==> src/rtl/reg_mem_2r1w.sv <==
// Register-file memory: one write port, two registered read ports, and a
// self-clearing sweep that zeroes the array after reset or on a clr request.
module reg_mem_2r1w #(
  parameter int DATA_WIDTH = 8,
  parameter int ADDR_BITS  = 5
) (
  input  logic                  clk,
  input  logic                  rst_n,
  input  logic                  wen,
  input  logic [ADDR_BITS-1:0]  waddr,
  input  logic [DATA_WIDTH-1:0] wdata,
  input  logic                  ren_a,
  input  logic [ADDR_BITS-1:0]  raddr_a,
  input  logic                  ren_b,
  input  logic [ADDR_BITS-1:0]  raddr_b,
  output logic [DATA_WIDTH-1:0] rdata_a,
  output logic [DATA_WIDTH-1:0] rdata_b,
  input  logic                  clr,
  output logic                  busy,
  output logic                  wr_drop
);

  localparam int DEPTH = 2 ** ADDR_BITS;

  typedef enum logic {SWEEP, IDLE} state_t;

  state_t                state, state_nxt;
  logic [ADDR_BITS-1:0]  ptr, ptr_nxt;
  logic [DATA_WIDTH-1:0] mem [DEPTH];

  logic                  mem_we;
  logic [ADDR_BITS-1:0]  mem_waddr;
  logic [DATA_WIDTH-1:0] mem_wdata;
  logic                  wr_ok;
  logic                  drop_nxt;
  logic [DATA_WIDTH-1:0] rd_nxt_a, rd_nxt_b;

  always_ff @(posedge clk or negedge rst_n) begin
    if (!rst_n) begin
      state <= SWEEP;
      ptr   <= '0;
    end else begin
      state <= state_nxt;
      ptr   <= ptr_nxt;
    end
  end

  // The sweep borrows the single write port; user writes are dropped meanwhile.
  always_comb begin
    state_nxt = state;
    ptr_nxt   = ptr;
    mem_we    = 1'b0;
    mem_waddr = waddr;
    mem_wdata = wdata;
    wr_ok     = 1'b0;
    drop_nxt  = 1'b0;
    case (state)
      SWEEP: begin
        mem_we    = 1'b1;
        mem_waddr = ptr;
        mem_wdata = '0;
        drop_nxt  = wen;
        if (ptr == '1) begin
          state_nxt = IDLE;
          ptr_nxt   = '0;
        end else begin
          ptr_nxt = ptr + 1'b1;
        end
      end
      IDLE: begin
        if (clr) begin
          state_nxt = SWEEP;
          ptr_nxt   = '0;
          drop_nxt  = wen;
        end else if (wen) begin
          mem_we = 1'b1;
          wr_ok  = 1'b1;
        end
      end
      default: state_nxt = SWEEP;
    endcase
  end

  always_ff @(posedge clk) begin
    if (mem_we) mem[mem_waddr] <= mem_wdata;
  end

  always_comb begin
    rd_nxt_a = rdata_a;
    if (ren_a) begin
      if (state == SWEEP)                  rd_nxt_a = '0;
      else if (wr_ok && waddr == raddr_a)  rd_nxt_a = wdata;
      else                                 rd_nxt_a = mem[raddr_a];
    end
  end

  always_comb begin
    rd_nxt_b = rdata_b;
    if (ren_b) begin
      if (state == SWEEP)                  rd_nxt_b = '0;
      else if (wr_ok && waddr == raddr_b)  rd_nxt_b = wdata;
      else                                 rd_nxt_b = mem[raddr_b];
    end
  end

  always_ff @(posedge clk or negedge rst_n) begin
    if (!rst_n) begin
      rdata_a <= '0;
      rdata_b <= '0;
      wr_drop <= 1'b0;
    end else begin
      rdata_a <= rd_nxt_a;
      rdata_b <= rd_nxt_b;
      wr_drop <= drop_nxt;
    end
  end

  assign busy = (state == SWEEP);

endmodule

==> config.mk <==
export PLATFORM = sky130hd
export DESIGN_NAME = reg_mem_2r1w
export DESIGN_NICKNAME = d
export VERILOG_FILES = /design/src/rtl/reg_mem_2r1w.sv
export SDC_FILE = /design/constraint.sdc
export NUM_CORES = 1
export LEC_CHECK = 0
export BUFFER_PORTS_ARGS = -buffer_cell sky130_fd_sc_hd__buf_4
export CAP_MARGIN = 20
export CORE_MARGIN = 2
export CORE_UTILIZATION = 60
export DETAILED_ROUTE_END_ITERATION = 12
export PLACE_DENSITY_LB_ADDON = 0.15
export SLEW_MARGIN = 40
export SYNTH_ARGS = -nofsm -noshare
export SYNTH_HDL_FRONTEND = slang
export SYNTH_SLANG_ARGS = --single-unit
==> constraint.sdc <==
create_clock -name clk -period 5 [get_ports clk]
set_input_delay 0.5 -clock clk [delete_from_list [all_inputs] [get_ports clk]]
set_output_delay 0.5 -clock clk [all_outputs]
set_load 0.01 [all_outputs]
==> impl_metrics.toml, run 1 <==
[outcome]
status = "finished clean"

[place]
placed_area_um2 = 14300
place.port_buffers = 46
dp_hpwl_um = 23900
gp_congestion = 0.955

[synthesis]
syn_area_um2 = 13900
synth_top_family_by_area = "multiplexers"
synth_compound_area_frac = 0.128
avgSynthCellArea_um2 = 14.8
synth_xor_area_frac = 0.00631
synth_seq_cells = 279
synthDistinctLibCells = 41
synth_edf_count = 256
synthAdderAreaFrac = 0.00180
ys.warnings.count = 0
ys_seq_area_frac = 0.595
muxShareOfSynthArea = 0.188
synth_cells = 939
syn_nets = 970
synthSimpleGateAreaFrac = 0.0433
synth_flop_cell = "edfxtp_1"
async_flop_share = 0.0824

[detailed_routing]
firstDrtPassIters = 5
drc_errors = 0
vias = 8808
routedWlPerCell_um = 28.2
viasPerCell = 6.92
final_antenna_net_count = 0
drt_iter0_markers = 975
finalWirelength_um = 35900

[critical_path]
crit_top_cell = "nand2_1"
r2r_end = "mem[22][1]"
slowest_stage = "nor2_1"
max_stage_delay_ps = 760
timing_worst_setup_path_type = "reg2reg"
path_cells = "and2b_1 > nand2_1 > o22ai_1 > nand2_1 > nor2_1"
crit_fanout = 28
startpoint_type = "flip-flop"
r2r_cells = 5
r2r_slack_ps = 1980
worstPathRequired_ps = 5180
r2r_start = "state"
cp-endpoint = "mem[22][1]"
startpoint = "state"
arrival_ps = 3200
end_kind = "flip-flop"

[sta]
slew_headroom = 0.459
rsz0062_at_grt = "false"
period_needed_ps = 3020
clock.fmax_mhz = 331
drv_slew = 0
fin_tns_setup_ps = 0
min_period_over_period = 0.605
clock_skew_ps = 14.4
setup_viol = 0
tightest_slew_ps = 808
final-hold-violation-count = 0

[clock_tree]
cts_tree = "done"
numCtsBuffers = 28
clkSlewWorstSetupHoldPaths_ps = 70
cts.sinks = 279
clockBufferDepth = 3
clock_latency_ps = 550
htree_levels = 1
cts_root_buffer = "clkbuf_16"
ctsResizeCount = 0

[job]
cap_violations = 0

[power]
swShare = 0.300
combinationalPowerShare = 0.208
power_switching_uw = 2020
p_seq_frac = 0.475
p_int_uw = 4720
p_leak_uw = 0.00587
irDropWorstVdd_mv = 0.301
p_per_area_nw_per_um2 = 439
pwr-share-clk = 0.317

[finish]
nets = 997
mostFrequentLayoutCell = "mux2i_1"
fillers = 1547
final_cell_mix = "mux2i_1, edfxtp_1, a22o_1, buf_4, a221oi_1"
insertedDiodeCount = 0
drive_gt1_frac = 0.162
area_delta_synth_final_pct = 10.5
final_area_um2 = 15300

[floorplan]
die_h_um = 156
core-area_um2 = 22700
rows = 55
fp.dieW_um = 156
ios = 47
initial_core_util = 0.612
dieArea_um2 = 24400

[grt]
grt_usage = 0.297
grt_start_max_net_pins = 84
gr-total-overflow = 0
first_global_vias = 8775
grt_antenna_before_repair = 2
grt_pass1_wl_um = 54000

[worst_hold_path]
min-delay-path-class = "in2reg"
metrics by stage:
step / hold slack, ps / setup WS [ps] / util / cells / power (uW)
2_1_floorplan: 204 / 3050 / - / 939 / 4030
3_3_place_gp: 417 / 1940 / 0.629 / 1216 / 4520
3_5_place_dp: 417 / 1790 / 0.629 / 1216 / 4580
4_1_cts: 143 / 1760 / 0.671 / 1269 / 6700
5_1_grt: 167 / 1900 / 0.676 / 1273 / 6950
6_report: 163 / 1980 / 0.676 / 1273 / 6740
how the worst min path moves through the flow:
stage / start / end / cells past startpoint
floorplan: rst_n / ptr[0] / 0
global placement: rst_n / wr_drop / 1
detailed placement: rst_n / wr_drop / 1
CTS: clr / ptr[1] / 2
global route: clr / state / 2
finish: clr / ptr[1] / 2
cell usage after synthesis (all sizes together), types with 3 or more instances:
master / number / area share
mux2i: 258 / 0.19
edfxtp: 256 / 0.55
a22o: 66 / 0.042
a221oi: 64 / 0.045
clkbuf: 37 / 0.011
nor2: 37 / 0.010
buf: 36 / 0.025
o22ai: 33 / 0.015
dfrtp: 23 / 0.041
nor2b: 21 / 0.0095
nand2: 18 / 0.0049
a31oi: 16 / 0.0072
o31ai: 16 / 0.014
and2: 10 / 0.0045
o21ai: 6 / 0.0022
xor2: 6 / 0.0038
inv: 4 / 0.0011
nand2b: 4 / 0.0018
xnor2: 4 / 0.0025
mux2: 3 / 0.0024
nand4: 3 / 0.0035
registers in the layout, summed over array words and instances, names as in the netlist:
name	cells
ptr	5
wr_drop	1
mem	256
rdata_a	8
rdata_b	8
state	1
critical path: cells and delay by family, from the launching register on:
family             cells  cell delay, ps
and+or+nand+nor        4            1770
DFF                    1             730
AOI/OAI and AO/OA      1             160
logic make-up (layout without fill, tap and decap cells):
group | after synthesis | count (layout)
flops | 279 | 279
simple gates | 104 | 104
buf+inv | 77 | 126
fa+ha+maj | 2 | 2
xor+xnor | 10 | 10
compound gates | 206 | 206
mux | 261 | 261
layer usage:
layer / global-route usage / vias up / wire [um]
met2: 0.456 / 481 / 16000
met4: 0.105 / 4 / 1170
met1: 0.430 / 4382 / 15100
li1: - / 3865 / -
met3: 0.0547 / 76 / 3590
met5: 0 / - / 34
power by group through the flow:
stage / logic, uW / registers, uW / clock network, uW
finish: 1400 / 3200 / 2140
global route: 1470 / 3230 / 2260
CTS: 1350 / 3190 / 2160
detailed placement: 1350 / 3240 / 0
global placement: 1310 / 3220 / 0
floorplan: 873 / 3160 / 0
what timing repair did:
item	in CTS	in global routing
endpoints found under the hold margin	23	0
hold buffers	1	0
buffers inserted	0	0
cell type report:
cell class,count,area (um^2),share of cell area
repair buffers,70,612,0.0399
inverters,4,15.0,0.000978
well taps,285,357,0.0232
flip-flops and latches,279,8260,0.538
multi-input cells,583,5150,0.335
clock buffers,29,726,0.0473
clock inverters,23,226,0.0148
Note: power is estimated with default switching activity, not from simulation.
==> inputs of run 2 (changes only) <==
==> constraint.sdc (replaced) <==
create_clock -name clk -period 3.1 [get_ports clk]
set_input_delay 0.31 -clock clk [delete_from_list [all_inputs] [get_ports clk]]
set_output_delay 0.31 -clock clk [all_outputs]
set_load 0.01 [all_outputs]
==> run 2 against run 1 <==
Compared with the run above: via count is 3.9% higher; utilization up 0.64 points; critical path depth grew 1; critical path type unchanged.
==> impl_metrics.toml, run 2 (synthesized netlist as in run 1, its figures left out) <==
[grt]
grt_start_max_net_pins = 41
first_global_vias = 9041
grt_usage = 0.311
grt_antenna_before_repair = 1
grt_pass1_wl_um = 55800
gr-total-overflow = 0

[detailed_routing]
routedWlPerCell_um = 28.9
viasPerCell = 6.99
firstDrtPassIters = 6
finalWirelength_um = 37800
drc_errors = 0
drt_iter0_markers = 1209
final_antenna_net_count = 0
vias = 9154

[sta]
setup_viol = 0
rsz0062_at_grt = "false"
final-hold-violation-count = 0
clock.fmax_mhz = 386
tightest_slew_ps = 758
slew_headroom = 0.495
clock_skew_ps = 11.0
min_period_over_period = 0.837
fin_tns_setup_ps = 0
period_needed_ps = 2590
drv_slew = 0

[critical_path]
r2r_slack_ps = 510
path_cells = "and2b_1 > nand2_1 > o22ai_1 > nand2_1 > nor2_1 > buf_4"
worstPathRequired_ps = 3350
arrival_ps = 2840
slowest_stage = "dfrtp_1"
crit_top_cell = "nand2_1"
timing_worst_setup_path_type = "reg2reg"
startpoint_type = "flip-flop"
crit_fanout = 15
end_kind = "flip-flop"
max_stage_delay_ps = 700

[clock_tree]
ctsResizeCount = 0
postCtsHoldBufs = 2
clock_latency_ps = 550
numCtsBuffers = 29
clkSlewWorstSetupHoldPaths_ps = 70
clockBufferDepth = 3
postCtsSetupRepairBufs = 0
cts_root_buffer = "clkbuf_16"
htree_levels = 1
cts.sinks = 279
cts_tree = "done"

[finish]
drive_gt1_frac = 0.188
nets = 1034
insertedDiodeCount = 0
final_cell_mix = "mux2i_1, edfxtp_1, buf_4, a22o_1, a221oi_1"
reg_top3 = "mem (256), rdata_a (8), rdata_b (8)"
mostFrequentLayoutCell = "mux2i_1"
final_area_um2 = 15500
largest-register = "mem"
fillers = 1555
area_delta_synth_final_pct = 11.6
largest_reg_flops = 256

[floorplan]
rows = 55
ios = 47
fp.dieW_um = 156
initial_core_util = 0.612
dieArea_um2 = 24400
die_h_um = 156
core-area_um2 = 22700

[place]
placed_area_um2 = 14600
place.port_buffers = 46
gp_congestion = 0.963
dp_hpwl_um = 25200

[power]
p_per_area_nw_per_um2 = 690
p_leak_uw = 0.00601
irDropWorstVdd_mv = 0.480

[job]
cap_violations = 0

[worst_hold_path]
min-delay-path-class = "in2reg"

[outcome]
status = "finished clean"
==> run 2: cell types whose count changed in the layout (fill, tap and decap cells not counted), sizes merged <==
cell,change
buf,+35
bufinv,-4
clkinvlp,+1
clkbuf,+4
clkinv,-1
dlygate4sd3,+1
==> run 2: metrics by stage <==
step | cells | power [uW] | util | hold slack (ps) | worst slack, ps
6_report | 1309 | 10700 | 0.682 | 74.1 | 507
2_1_floorplan | 939 | 6510 | - | 14.4 | 1170
4_1_cts | 1309 | 10700 | 0.682 | 60.9 | 594
3_5_place_dp | 1255 | 7550 | 0.644 | 230 | 630
3_3_place_gp | 1255 | 7450 | 0.644 | 223 | 670
5_1_grt | 1309 | 11100 | 0.682 | 77.6 | 426
==> run 2: where the power goes <==
group	internal [uW]	total, uW	leakage, uW	switching, uW
Clock	1710	3140	0.000413	1420
Combinational	822	2420	0.00291	1590
Sequential	4830	5140	0.00269	306
==> run 2: critical path, delay by kind of cell, from the launching register on <==
family	cells	cell delay, ps
and+or+nand+nor	4	1240
DFF	1	700
AOI/OAI and AO/OA	1	160
buffers and inverters	1	210
==> run 2: final cells by class <==
type                       count  area (um^2)  area share
inverter                       4         15.0    0.000969
sequential                   279         8260       0.533
clock inverter                19          108     0.00694
timing repair buffer         106          883      0.0570
clock buffer                  33          741      0.0478
tap                          285          357      0.0230
multi-input combinational    583         5130       0.331
==> run 2: layer usage <==
metal | GRT usage | vias to the layer above | routed length [um]
li1 | - | 3935 | -
met1 | 0.457 | 4570 | 16000
met2 | 0.473 | 556 | 16600
met3 | 0.0592 | 91 | 4030
met4 | 0.101 | 2 | 1200
met5 | 0 | - | 13
==> run 2: path summary, 6_finish.rpt <==
check,cells after the start,endpoint,start
max,6,mem[24][6],state
min,2,wr_drop,wen
max reg2reg,6,mem[24][6],state
min reg2reg,1,ptr[3],ptr[3]
max in group asynchronous,2,rdata_a[2],rst_n
min in group asynchronous,2,wr_drop,rst_n
==> inputs of run 3 (changes only) <==
==> constraint.sdc (replaced) <==
create_clock -name clk -period 2.5 [get_ports clk]
set_input_delay 0.25 -clock clk [delete_from_list [all_inputs] [get_ports clk]]
set_output_delay 0.25 -clock clk [all_outputs]
set_load 0.01 [all_outputs]
==> run 3 against run 2 <==
Compared with the run above: first-iteration DRC count decreased by 25%; non-clock buffer count up 33; global-route usage rose by 0.87 points; routed wire length up 3.1%; hold slack got worse by 57 ps; total power grew 29%; die area did not move; combinational power up 33%; sequential share of layout area shrank 1.4 points; critical path type unchanged; largest power group unchanged.
==> impl_metrics.toml, run 3 (synthesized netlist as in run 1, its figures left out) <==
[outcome]
status = "finished clean"

[finish]
nets = 1067
reg_top3 = "mem (256), rdata_a (8), rdata_b (8)"
multi_input_area_um2 = 5140
mostFrequentLayoutCell = "mux2i_1"
area_delta_synth_final_pct = 14.6
finalNonFillerCells = 1342
largest-register = "mem"
drive_gt1_frac = 0.219
final_cell_mix = "mux2i_1, edfxtp_1, buf_4, a22o_1, a221oi_1"
regArea_um2 = 8260
fillers = 1516
insertedDiodeCount = 0
largest_reg_flops = 256

[power]
irDropWorstVdd_mv = 0.556
p_per_area_nw_per_um2 = 867
p_leak_uw = 0.00626

[detailed_routing]
firstDrtPassIters = 6
drc_errors = 0
viasPerCell = 6.91
vias = 9277
drt_iter0_markers = 909
final_antenna_net_count = 0
finalWirelength_um = 39000
routedWlPerCell_um = 29.0

[grt]
gr-total-overflow = 0
grt_start_max_net_pins = 35
grt_pass1_wl_um = 57100
first_global_vias = 9262
grt_antenna_before_repair = 0
grt_usage = 0.320

[clock_tree]
clkSlewWorstSetupHoldPaths_ps = 70
clockBufferDepth = 3
cts.sinks = 279
cts_root_buffer = "clkbuf_16"
cts_tree = "done"
htree_levels = 1
postCtsSetupRepairBufs = 0
clock_latency_ps = 560
numCtsBuffers = 29

[sta]
slew_headroom = 0.446
setup_viol = 0
rsz0062_at_grt = "false"
tightest_slew_ps = 831
final-hold-violation-count = 0
drv_slew = 0
clock.fmax_mhz = 443
clock_skew_ps = 20.5
fin_tns_setup_ps = 0
min_period_over_period = 0.902
period_needed_ps = 2250

[critical_path]
startpoint_type = "flip-flop"
crit_fanout = 15
crit_family = "simple AND/OR/NAND/NOR gates"
max_stage_delay_ps = 580
crit_top_cell = "nor2_1"
arrival_ps = 2440
crit_buf_inv = 1
timing_worst_setup_path_type = "reg2reg"
path_cells = "buf_4 > nor2_1 > a22o_1 > nand2_1 > nor2_1"
end_kind = "flip-flop"
worstPathRequired_ps = 2690
path_depth = 5
slowest_stage = "nor2_1"
r2r_cells = 5

[floorplan]
core-area_um2 = 22700
dieArea_um2 = 24400
initial_core_util = 0.612
fp.dieW_um = 156
die_h_um = 156
rows = 55
ios = 47

[place]
place.port_buffers = 46
gp_congestion = 0.947
place_inst = 1288
dp_hpwl_um = 26700

[worst_hold_path]
min-delay-path-class = "in2reg"
whs_path_depth = 2

[job]
cap_violations = 0
## run 3: cell types whose count changed in the layout (fill, tap and decap cells not counted), moves of 3 or more
| cell | delta |
|---|---|
| buf_12 | +6 |
| buf_4 | +27 |
| bufinv_16 | +3 |
| clkinvlp_4 | -3 |
| nor2b_2 | -3 |
| nor2b_4 | +3 |
## run 3: final cells by class
cell class | count | area share
clock buffer | 31 | 0.0461
clock inverter | 21 | 0.0120
inverter | 4 | 0.000944
multi-input combinational | 583 | 0.323
sequential | 279 | 0.519
tap | 285 | 0.0224
timing repair buffer | 139 | 0.0758
## run 3: stage by stage
stage | hold slack [ps] | power, uW | instance area (um^2) | setup slack [ps] | utilization
detailed placement | 181 | 9550 | 15000 | 272 | 0.659
finish | 16.8 | 13800 | 15900 | 245 | 0.701
global route | 16.6 | 14200 | 15900 | 125 | 0.701
floorplan | -45.6 | 8070 | 13900 | 574 | -
CTS | 10.4 | 13700 | 15900 | 273 | 0.700
global placement | 174 | 9410 | 15000 | 229 | 0.659
## run 3: routing by layer
layer / up-vias / GRT usage / wire length [um]
met5: - / 0 / 0
met4: 0 / 0.103 / 1100
met3: 80 / 0.0933 / 4620
met2: 570 / 0.486 / 17200
met1: 4623 / 0.448 / 16000
li1: 4004 / - / -
## run 3: timing repair
| action | CTS | global route |
|---|---|---|
| hold buffers | 2 | 0 |
| resized for setup | 0 | 0 |
| hold endpoints to repair | 25 | 0 |
## run 3: final timing paths
path                       startpoint          to  slack (ps)
setup / recovery                state   mem[6][3]         250
min in group asynchronous       rst_n       state         140
max in group asynchronous       rst_n  rdata_b[5]        2080
hold reg to reg            rdata_b[6]  rdata_b[6]         610
setup reg to reg                state   mem[6][3]         250
hold / removal                    wen     wr_drop          20
## run 3: report_power, final
part,internal [uW],switching (uW)
Combinational,1180,2050
Clock,2430,1790
Sequential,5990,361
